==> src/rtl/tdm_demux_pkg.sv <==
// Shared types and defaults for the TDM demultiplexer.
package tdm_demux_pkg;

  localparam int unsigned NChDefault = 8;

  // Alignment state: hunting for a frame marker, or locked to the frame.
  typedef enum logic {
    StHunt = 1'b0,
    StRun  = 1'b1
  } state_e;

endpackage

==> src/rtl/tdm_slot_ctr.sv <==
// Slot counter for the TDM demultiplexer: wraps naturally at 2**SelW.
// Control priority: clear, then load-to-1, then increment.
module tdm_slot_ctr #(
  parameter int unsigned SelW = 3
) (
  input  logic            clk,
  input  logic            rst,
  input  logic            clr_i,
  input  logic            load1_i,
  input  logic            inc_i,
  output logic [SelW-1:0] cnt_o
);

  logic [SelW-1:0] cnt_q, cnt_d;

  // Next count from the prioritised controls.
  always_comb begin
    cnt_d = cnt_q;
    if (clr_i) begin
      cnt_d = '0;
    end else if (load1_i) begin
      cnt_d = SelW'(1);
    end else if (inc_i) begin
      cnt_d = cnt_q + SelW'(1);
    end
  end

  // Count register with synchronous reset.
  always_ff @(posedge clk) begin
    if (rst) begin
      cnt_q <= '0;
    end else begin
      cnt_q <= cnt_d;
    end
  end

  assign cnt_o = cnt_q;

endmodule

==> src/rtl/tdm_demux8.sv <==
// 8-channel TDM demultiplexer: steers serial beats into per-slot hold bits and
// publishes each complete frame with a one-cycle frame_valid pulse.
// Optional framing checks are enabled with the TDM_SYNC_CHECK_EN macro.
module tdm_demux8
  import tdm_demux_pkg::*;
#(
  parameter  int unsigned N_CH  = NChDefault,
  localparam int unsigned SEL_W = $clog2(N_CH)
) (
  input  logic             clk,
  input  logic             rst,
  input  logic             din,
  input  logic             din_valid,
  input  logic             frame_sync,
  output logic [SEL_W-1:0] sel,
  output logic [N_CH-1:0]  q,
  output logic [N_CH-1:0]  frame,
  output logic             frame_valid,
  output logic             sync_err
);

  state_e           state_q;
  logic [N_CH-1:0]  q_q;
  logic [N_CH-1:0]  frame_q;
  logic             frame_valid_q;
  logic [SEL_W-1:0] sel_q;

  logic ctr_clr, ctr_load1, ctr_inc;
  logic accept;
  logic last_slot;
  logic realign, lose_sync;

  tdm_slot_ctr #(
    .SelW (SEL_W)
  ) u_slot_ctr (
    .clk     (clk),
    .rst     (rst),
    .clr_i   (ctr_clr),
    .load1_i (ctr_load1),
    .inc_i   (ctr_inc),
    .cnt_o   (sel_q)
  );

  assign last_slot = (sel_q == SEL_W'(N_CH - 1));

  // Classify the current beat and derive the slot counter controls.
  always_comb begin
    ctr_clr   = 1'b0;
    ctr_load1 = 1'b0;
    ctr_inc   = 1'b0;
    accept    = 1'b0;
    realign   = 1'b0;
    lose_sync = 1'b0;
    if (din_valid) begin
      unique case (state_q)
        StHunt: begin
          // Only a marked beat can start a frame; everything else is dropped.
          if (frame_sync) begin
            ctr_load1 = 1'b1;
          end
        end
        StRun: begin
`ifdef TDM_SYNC_CHECK_EN
          if (frame_sync && (sel_q != '0)) begin
            // Early marker: drop the partial frame and restart at slot 0.
            realign   = 1'b1;
            ctr_load1 = 1'b1;
          end else if (!frame_sync && (sel_q == '0)) begin
            // Missing marker: alignment lost, drop the bit.
            lose_sync = 1'b1;
            ctr_clr   = 1'b1;
          end else begin
            accept  = 1'b1;
            ctr_inc = 1'b1;
          end
`else
          accept  = 1'b1;
          ctr_inc = 1'b1;
`endif
        end
        default: ;
      endcase
    end
  end

`ifdef TDM_SYNC_CHECK_EN
  logic sync_err_q;
`endif

  // Alignment FSM, hold/frame registers and registered pulses.
  always_ff @(posedge clk) begin
    if (rst) begin
      state_q       <= StHunt;
      q_q           <= '0;
      frame_q       <= '0;
      frame_valid_q <= 1'b0;
`ifdef TDM_SYNC_CHECK_EN
      sync_err_q    <= 1'b0;
`endif
    end else begin
      frame_valid_q <= 1'b0;
`ifdef TDM_SYNC_CHECK_EN
      sync_err_q    <= realign | lose_sync;
      if (lose_sync) begin
        state_q <= StHunt;
      end
`endif
      // Slot-0 write for both frame start from HUNT and realignment.
      if (ctr_load1) begin
        q_q[0]  <= din;
        state_q <= StRun;
      end
      if (accept) begin
        q_q[sel_q] <= din;
        if (last_slot) begin
          // The final bit bypasses q so the frame is complete this edge.
          frame_q       <= {din, q_q[N_CH-2:0]};
          frame_valid_q <= 1'b1;
        end
      end
    end
  end

`ifdef TDM_SYNC_CHECK_EN
  assign sync_err = sync_err_q;
`else
  assign sync_err = 1'b0;
`endif

  assign sel         = sel_q;
  assign q           = q_q;
  assign frame       = frame_q;
  assign frame_valid = frame_valid_q;

endmodule

==> config.mk <==
export PLATFORM = sky130hd
export DESIGN_NAME = tdm_demux8
export DESIGN_NICKNAME = d
export VERILOG_FILES = /design/src/rtl/tdm_demux_pkg.sv /design/src/rtl/tdm_slot_ctr.sv /design/src/rtl/tdm_demux8.sv
export SDC_FILE = /design/constraint.sdc
export NUM_CORES = 1
export LEC_CHECK = 0
export CAP_MARGIN = 20
export CORE_MARGIN = 3
export CORE_UTILIZATION = 45
export CTS_CLUSTER_DIAMETER = 50
export DETAILED_ROUTE_END_ITERATION = 10
export HOLD_SLACK_MARGIN = 0.06
export PLACE_DENSITY = 0.82
export SLEW_MARGIN = 10
export SYNTH_ARGS = -nofsm -noshare
export SYNTH_HDL_FRONTEND = slang
export SYNTH_HIERARCHICAL = 1
export SYNTH_SLANG_ARGS = --single-unit
export TNS_END_PERCENT = 10
==> constraint.sdc <==
create_clock -name clk -period 1.4 [get_ports clk]
set_input_delay 0.42 -clock clk [delete_from_list [all_inputs] [get_ports clk]]
set_output_delay 0.42 -clock clk [all_outputs]
set_load 0.02 [all_outputs]
==> results of run 1 <==
-- power by group through the flow --
stage,sequential (W),clock [W],combinational [W]
after floorplan,0.000626,0,0.0000361
after global placement,0.000620,0,0.0000840
after detailed placement,0.000621,0,0.0000850
after CTS,0.000607,0.000287,0.0000821
after global routing,0.000609,0.000317,0.0000935
final,0.000607,0.000291,0.0000850
-- worst max-delay path by stage --
stage / to / slack, ns / start / depth (start not counted)
2_1_floorplan: frame[7] / 0.07 / u_slot_ctr/cnt_o[0] / 3
4_1_cts: q[0] / 0.000002 / q[0] / 1
5_1_grt: q[0] / -0.01 / q[0] / 1
6_report: q[0] / 0.03 / q[0] / 1
3_3_place_gp: q[2] / -0.34 / din_valid / 4
3_5_place_dp: frame[4] / -0.39 / din_valid / 5
-- state kept, by name, indices dropped and copies added (netlist names) --
signal	flops
frame	8
q	8
u_slot_ctr/cnt_o	3
frame_valid	1
state_q	1
-- cell usage after synthesis --
| cell type | n |
|---|---|
| a21oi_1 | 1 |
| nand2_1 | 2 |
| or3_1 | 1 |
| and2b_2 | 1 |
| nand2b_1 | 10 |
| nand3_1 | 2 |
| nor3_1 | 2 |
| nor2b_1 | 5 |
| clkbuf_1 | 2 |
| nand2_2 | 1 |
| nand3b_1 | 3 |
| a21bo_2 | 1 |
| a2111oi_2 | 1 |
| dfxtp_1 | 21 |
| inv_1 | 1 |
| nor2_1 | 5 |
| ha_1 | 1 |
| nor4_1 | 1 |
| conb_1 | 1 |
| o21ai_0 | 17 |
| o21a_1 | 1 |
| mux2i_1 | 8 |
| and3_2 | 1 |
| nor4b_1 | 3 |
| xor2_1 | 1 |
| and2b_1 | 2 |
| buf_4 | 1 |
-- area by class of cell --
| cell class | count | area, um^2 | area share, % |
|---|---|---|---|
| clock inverter | 1 | 5.00 | 0.404 |
| sequential | 21 | 420 | 34.0 |
| inverter | 1 | 3.75 | 0.303 |
| clock buffer | 3 | 22.5 | 1.82 |
| timing repair buffer | 36 | 254 | 20.5 |
| tap | 25 | 31.3 | 2.53 |
| multi-input combinational | 74 | 500 | 40.4 |
-- metrics by stage --
stage               hold slack (ns)  setup TNS, ns
global route                  0.539        -0.0105
global placement              0.466          -5.42
finish                        0.504              0
CTS                           0.505              0
floorplan                     0.489              0
detailed placement            0.486          -6.21
-- routing by layer --
layer  routed length [um]  global-route usage [%]
met5                    0                       0
met4                   48                    7.17
met3                   82                    3.21
met2                  995                    30.9
met1                  906                    22.2
-- kinds of logic after synthesis --
family | count (synthesis)
simple gates | 39
compound gates | 21
flops | 21
mux | 8
buf+inv | 4
fa+ha+maj | 1
other cells | 1
xor+xnor | 1
==> key figures, run 1 <==
Status
  • Outcome: finished clean

Logic synthesis
  • Top cells by area, synth: dfxtp_1 (46%), o21ai_0 (9.4%), mux2i_1 (8.8%)
  • Synthesized flop and latch total: 21
  • Ys Warns: 6
  • Register area share after synthesis: 46.4%
  • Synth Area in Adders: 1.38%
  • Mapped Area: 906 um^2
  • Cell taking the most area after synthesis: dfxtp_1
  • Post-Syn Area per Cell: 9.44 um^2
  • Yosys cell types: 27
  • Post-Synth XOR/XNOR Area: 0.967%
  • Mux cell area share after synthesis: 8.84%
  • Compound-Gate Fraction of Synth Area: 13.5%
  • Syn Inst Count: 96
  • Post-Synth Simple-Gate Area: 26.4%
  • Largest family of logic cells by synthesized area: simple AND/OR/NAND/NOR gates
  • Area fraction of the dominant cell type after synthesis: 46.4%

Worst setup path
  • CP Max Fanout: 2
  • CP endpoint kind: output port
  • CP max stage cell: dfxtp_1
  • Critical Path RT: 0.98 ns
  • CP Cell Sequence: clkdlybuf4s15_1
  • Worst r2r src: u_slot_ctr/cnt_o[1]
  • R2R cell count: 4
  • Worst path bufs/invs: 1
  • Max stage delay on crit path: 0.35 ns
  • Crit Path Class: reg -> out
  • CP startpoint kind: flip-flop
  • R2r endpoint: u_slot_ctr/cnt_o[2]
  • Register-to-register setup slack: 0.10 ns
  • Arr. time, crit path: 0.95 ns
  • Top cell family by delay on the critical path: flip-flops

Flow run
  • Max_cap viols: 0

Routing
  • Drt total wl: 2030 um
  • WL per Instance: 12.6 um
  • DRT antenna net count: 0
  • DRC: 0
  • DRT Pass-1 Iters: 3
  • Via Count: 824
  • DRT iter0 DRCs: 6
  • Vias per std cell: 5.12

Timing
  • Crit share post-route: 97.6%
  • Final Max Slew Viols: 0
  • Minimum clock period: 1.37 ns
  • Final Hold Fails: 0
  • Clock Skew: 0.00358 ns
  • Setup ws final: 0.0341 ns
  • Finish-stage setup viols: 0
  • Max Freq: 732 MHz
  • RSZ-0062 raised after global routing: yes

Placed design
  • I/O Buffers: 24
  • Final GP Congestion: 0.774
  • Placed cell count: 157
  • Place WS: -0.387 ns
  • Detailed Place HPWL: 1560 um
  • Placed Area: 1260 um^2

Die
  • Initial Util: 49.8%
  • Die area: 2590 um^2
  • Rows: 15
  • Width of the die: 50.9 um
  • Die Ht: 50.9 um
  • I/O pins: 26
  • Core area: 1820 um^2

Final layout
  • Area delta synth->final: 36.6%
  • ANT cells: 0
  • Share of cells above drive strength 1: 27.9%
  • Post-layout instance area: 1240 um^2
  • Fin cells: 161
  • Most common cell after layout, fill and taps aside: dfxtp_1
  • Most frequent cells in the layout: dfxtp_1 (21), o21ai_0 (17), clkbuf_2 (15)
  • Layout Utilization: 68.0%
  • Final #Nets: 143
  • Fill cells: 149

Hold path
  • Hold Path Origin: q[7]
  • Worst hold path type: reg -> reg
  • Cell depth of the worst min-delay path: 2
  • WHS Endpoint: q[7]

Clock tree
  • CTS Buffer Depth: 2
  • CTS root buffer: clkbuf_4
  • Post-CTS sizing: 31
  • CTS buffer count: 3
  • TritonCTS clock tree: built
  • # clock sinks: 21
  • Setup bufs post-CTS: 0
  • Worst-Skew Late Latency: 0.29 ns
  • H-tree levels: 1
  • Clk slew on worst S/H paths: 0.12 ns
  • Cts hold-fix bufs: 0

Power
  • Pwr/cell area: 795 nW/um^2
  • Gate power share: 8.6%
  • Peak VDD IR: 0.596 mV
  • Reg power frac: 61.8%
  • Total power: 0.000983 W
  • Psw: 0.000233 W
  • Int Power: 0.000750 W
  • Switching Fraction: 23.7%
  • Lkg Pwr: 0.532 nW
  • Clock power frac: 29.6%

GRT
  • Vias in the first global route: 838
  • Final global-route overflow total: 0
  • Initial antenna violation count: 0
  • Pin count of the biggest net entering global routing: 13
  • Global-route usage over all layers: 18.0%
  • First-pass GRT wire length: 3580 um
Note: power is estimated with default switching activity, not from simulation.
==> run 2, diff against run 1 <==
--- a/config.mk
+++ b/config.mk
@@ -17,4 +17,3 @@
 export SYNTH_HDL_FRONTEND = slang
 export SYNTH_HIERARCHICAL = 1
 export SYNTH_SLANG_ARGS = --single-unit
-export TNS_END_PERCENT = 10
==> key figures, run 2 (synthesized netlist as in run 1, its figures left out) <==
Status
  • Outcome: finished clean

Worst setup path
  • CP Cell Sequence: clkdlybuf4s15_1
  • Crit Path Class: reg -> out
  • Worst path bufs/invs: 1
  • Worst r2r src: u_slot_ctr/cnt_o[1]
  • CP endpoint kind: output port
  • CP Max Fanout: 2
  • Top cell family by delay on the critical path: flip-flops
  • Arr. time, crit path: 0.93 ns
  • R2R cell count: 4
  • Critical Path RT: 0.98 ns
  • R2r endpoint: u_slot_ctr/cnt_o[2]
  • CP max stage cell: dfxtp_1
  • CP startpoint kind: flip-flop
  • Max stage delay on crit path: 0.34 ns
  • CP Depth: 1
  • Register-to-register setup slack: 0.10 ns

Clock tree
  • Worst-Skew Late Latency: 0.29 ns
  • Cts hold-fix bufs: 0
  • CTS root buffer: clkbuf_4
  • Clk slew on worst S/H paths: 0.12 ns
  • TritonCTS clock tree: built
  • H-tree levels: 1
  • # clock sinks: 21
  • CTS buffer count: 3
  • CTS Buffer Depth: 2

GRT
  • Final global-route overflow total: 0
  • First-pass GRT wire length: 3550 um
  • Global-route usage over all layers: 17.9%
  • Initial antenna violation count: 0
  • Pin count of the biggest net entering global routing: 13
  • Vias in the first global route: 831

Routing
  • Vias per std cell: 5.18
  • DRC: 0
  • DRT antenna net count: 0
  • WL per Instance: 12.6 um
  • Via Count: 834
  • DRT Pass-1 Iters: 4
  • Drt total wl: 2020 um
  • DRT iter0 DRCs: 5

Final layout
  • Share of cells above drive strength 1: 28.7%
  • Most frequent cells in the layout: dfxtp_1 (21), o21ai_0 (17), clkbuf_2 (16)
  • ANT cells: 0
  • Fill cells: 150
  • Area delta synth->final: 36.0%
  • Multi-input gate area: 500 um^2
  • Fin cells: 161
  • Final #Nets: 143
  • Reg area: 420 um^2
  • Most common cell after layout, fill and taps aside: dfxtp_1

Die
  • Die area: 2590 um^2
  • Rows: 15
  • Core area: 1820 um^2
  • I/O pins: 26
  • Initial Util: 49.8%
  • Width of the die: 50.9 um
  • Die Ht: 50.9 um

Timing
  • Setup ws final: 0.0484 ns
  • Crit share post-route: 96.5%
  • Final Hold Fails: 0
  • Clock Skew: 0.00236 ns
  • RSZ-0062 raised after global routing: no
  • Final Max Slew Viols: 0
  • Hold WS: 0.505 ns
  • Minimum clock period: 1.35 ns
  • Max Freq: 740 MHz
  • Finish-stage setup viols: 0

Placed design
  • I/O Buffers: 24
  • Placed cell count: 157
  • Place WS: -0.387 ns
  • Detailed Place HPWL: 1560 um
  • Final GP Congestion: 0.774

Hold path
  • Hold Path Origin: q[7]
  • Cell depth of the worst min-delay path: 2
  • WHS Endpoint: q[7]
  • Worst hold path type: reg -> reg

Power
  • Peak VDD IR: 0.597 mV
  • Lkg Pwr: 0.532 nW
  • Pwr/cell area: 793 nW/um^2

Flow run
  • Max_cap viols: 0
[run 2: cell types whose count changed in the layout (fill, tap and decap cells not counted)]
cell,delta
clkbuf_2,+1
clkdlybuf4s15_1,-1
[run 2: power breakdown]
part	total (W)	switching, W	internal (W)
logic	0.0000845	0.0000440	0.0000405
clock network	0.000285	0.000179	0.000106
registers	0.000607	0.00000458	0.000603
[run 2: worst max path at each step]
stage | slack [ns] | start | to
4_1_cts | 0.000002 | q[0] | q[0]
5_1_grt | 0.01 | q[1] | q[1]
3_3_place_gp | -0.34 | din_valid | q[2]
2_1_floorplan | 0.07 | u_slot_ctr/cnt_o[0] | frame[7]
3_5_place_dp | -0.39 | din_valid | frame[4]
6_report | 0.05 | frame[4] | frame[4]
[run 2: cell type report]
type / count / area share, %
Clock buffer: 3 / 1.83
Inverter: 1 / 0.305
Clock inverter: 1 / 0.406
Timing Repair Buffer: 36 / 20.2
Multi-Input combinational cell: 74 / 40.6
Tap cell: 25 / 2.54
Sequential cell: 21 / 34.1
[run 2: routing by layer]
layer	track usage [%]	vias up	wire [um]
met5	0	-	0
met1	21.9	392	893
met4	5.83	0	53
met2	31.7	21	993
li1	-	415	-
met3	2.92	6	83
[run 2: what timing repair did]
action                     CTS  global route
setup buffers                0             0
resized for setup           33            27
setup endpoints to repair   34            21
[run 2: metrics by stage]
step | total power (W) | area [um^2] | TNS (ns) | utilization [%]
final | 0.000977 | 1230 | 0 | 67.7
after global routing | 0.00102 | 1230 | 0 | 67.7
after CTS | 0.000977 | 1290 | 0 | 70.7
after detailed placement | 0.000706 | 1260 | -6.21 | 69.4
after global placement | 0.000704 | 1260 | -5.42 | 69.4
after floorplan | 0.000662 | 917 | 0 | -
==> run 3, diff against run 2 <==
--- a/config.mk
+++ b/config.mk
@@ -12,6 +12,7 @@
 export DETAILED_ROUTE_END_ITERATION = 10
 export HOLD_SLACK_MARGIN = 0.06
 export PLACE_DENSITY = 0.82
+export SKIP_LAST_GASP = 1
 export SLEW_MARGIN = 10
 export SYNTH_ARGS = -nofsm -noshare
 export SYNTH_HDL_FRONTEND = slang
==> key figures, run 3 (synthesized netlist as in run 1, its figures left out) <==
Clock tree
  • CTS root buffer: clkbuf_4
  • CTS buffer count: 3
  • Clk slew on worst S/H paths: 0.12 ns
  • CTS Buffer Depth: 2
  • Worst-Skew Late Latency: 0.29 ns
  • TritonCTS clock tree: built
  • Setup bufs post-CTS: 0
  • # clock sinks: 21
  • H-tree levels: 1

Worst setup path
  • CP Cell Sequence: clkdlybuf4s15_1
  • CP endpoint kind: output port
  • CP max stage cell: dfxtp_1
  • Crit Path Class: reg -> out
  • CP startpoint kind: flip-flop
  • Arr. time, crit path: 0.96 ns
  • Critical Path RT: 0.98 ns
  • Register-to-register setup slack: 0.10 ns
  • R2r endpoint: u_slot_ctr/cnt_o[2]
  • Max stage delay on crit path: 0.36 ns
  • Top cell family by delay on the critical path: flip-flops
  • Worst path bufs/invs: 1
  • R2R cell count: 4
  • Worst r2r src: u_slot_ctr/cnt_o[1]
  • CP Max Fanout: 2

Hold path
  • Worst hold path type: reg -> reg
  • Cell depth of the worst min-delay path: 2
  • WHS Endpoint: q[7]
  • Hold Path Origin: q[7]

Routing
  • Drt total wl: 2020 um
  • DRT Pass-1 Iters: 4
  • DRC: 0
  • WL per Instance: 12.6 um
  • DRT iter0 DRCs: 5
  • Vias per std cell: 5.18
  • DRT antenna net count: 0
  • Via Count: 834

Final layout
  • Area delta synth->final: 36.6%
  • Fin cells: 161
  • Most common cell after layout, fill and taps aside: dfxtp_1
  • Final #Nets: 143
  • Share of cells above drive strength 1: 27.9%
  • ANT cells: 0
  • Most frequent cells in the layout: dfxtp_1 (21), o21ai_0 (17), clkbuf_2 (15)

Die
  • Die area: 2590 um^2
  • Width of the die: 50.9 um
  • Die Ht: 50.9 um
  • Initial Util: 49.8%
  • Core area: 1820 um^2
  • Rows: 15
  • I/O pins: 26

Timing
  • Final Max Slew Viols: 0
  • Max Freq: 727 MHz
  • Clock Skew: 0.00234 ns
  • Fin Setup TNS: 0 ns
  • Finish-stage setup viols: 0
  • RSZ-0062 raised after global routing: yes
  • Crit share post-route: 98.2%
  • Minimum clock period: 1.38 ns
  • Final Hold Fails: 0

Power
  • Peak VDD IR: 0.597 mV
  • Pwr/cell area: 790 nW/um^2
  • Lkg Pwr: 0.532 nW

GRT
  • First-pass GRT wire length: 3550 um
  • Vias in the first global route: 831
  • Initial antenna violation count: 0
  • Final global-route overflow total: 0
  • Pin count of the biggest net entering global routing: 13
  • Global-route usage over all layers: 17.9%

Placed design
  • I/O Buffers: 24
  • Final GP Congestion: 0.774
  • Placed cell count: 157
  • Detailed Place HPWL: 1560 um

Flow run
  • Max_cap viols: 0

Status
  • Outcome: finished clean
-- run 3: changes by cell type in the layout (fill, tap and decap cells not counted), sizes merged --
cell	delta
clkdlybuf4s15	+1
clkbuf	-1
-- run 3: per-stage QoR --
stage | utilization, % | power (W) | area [um^2] | setup WS, ns | hold WS, ns
after floorplan | - | 0.000662 | 917 | 0.0746 | 0.489
after global placement | 69.4 | 0.000704 | 1260 | -0.339 | 0.466
after detailed placement | 69.4 | 0.000706 | 1260 | -0.387 | 0.486
after CTS | 70.7 | 0.000977 | 1290 | -0.0145 | 0.505
after global routing | 68.0 | 0.00102 | 1240 | -0.0336 | 0.539
final | 68.0 | 0.000977 | 1240 | 0.0249 | 0.505
-- run 3: power breakdown --
| group | internal, W | switching [W] | total, W |
|---|---|---|---|
| clock network | 0.000106 | 0.000179 | 0.000285 |
| registers | 0.000603 | 0.00000458 | 0.000607 |
| logic | 0.0000405 | 0.0000440 | 0.0000845 |
-- run 3: cell type report --
| cell class | instances | area, um^2 |
|---|---|---|
| clock inverter | 1 | 5.00 |
| tap | 25 | 31.3 |
| fill | 149 | 583 |
| inverter | 1 | 3.75 |
| timing repair buffer | 36 | 254 |
| clock buffer | 3 | 22.5 |
| multi-input combinational | 74 | 500 |
| sequential | 21 | 420 |
-- run 3: how the worst max path moves through the flow --
stage                        startpoint        to  slack (ns)  depth (start not counted)
finish                             q[5]      q[5]        0.02                          1
global placement              din_valid      q[2]       -0.34                          4
global route                       q[5]      q[5]       -0.03                          1
floorplan           u_slot_ctr/cnt_o[0]  frame[7]        0.07                          3
CTS                                q[5]      q[5]       -0.01                          1
detailed placement            din_valid  frame[4]       -0.39                          5
-- run 3: timing repair --
item,4_1_cts,5_1_grt
endpoints found under the setup margin,34,21
resized for setup,32,27
hold buffers,0,0
-- run 3: routing by layer --
| metal | global-route usage (%) | up-vias | part of all wire, % |
|---|---|---|---|
| li1 | - | 415 | - |
| met5 | 0 | - | 0 |
| met4 | 5.83 | 0 | 2.6 |
| met3 | 2.92 | 6 | 4.0 |
| met1 | 21.9 | 392 | 44 |
| met2 | 31.7 | 21 | 49 |
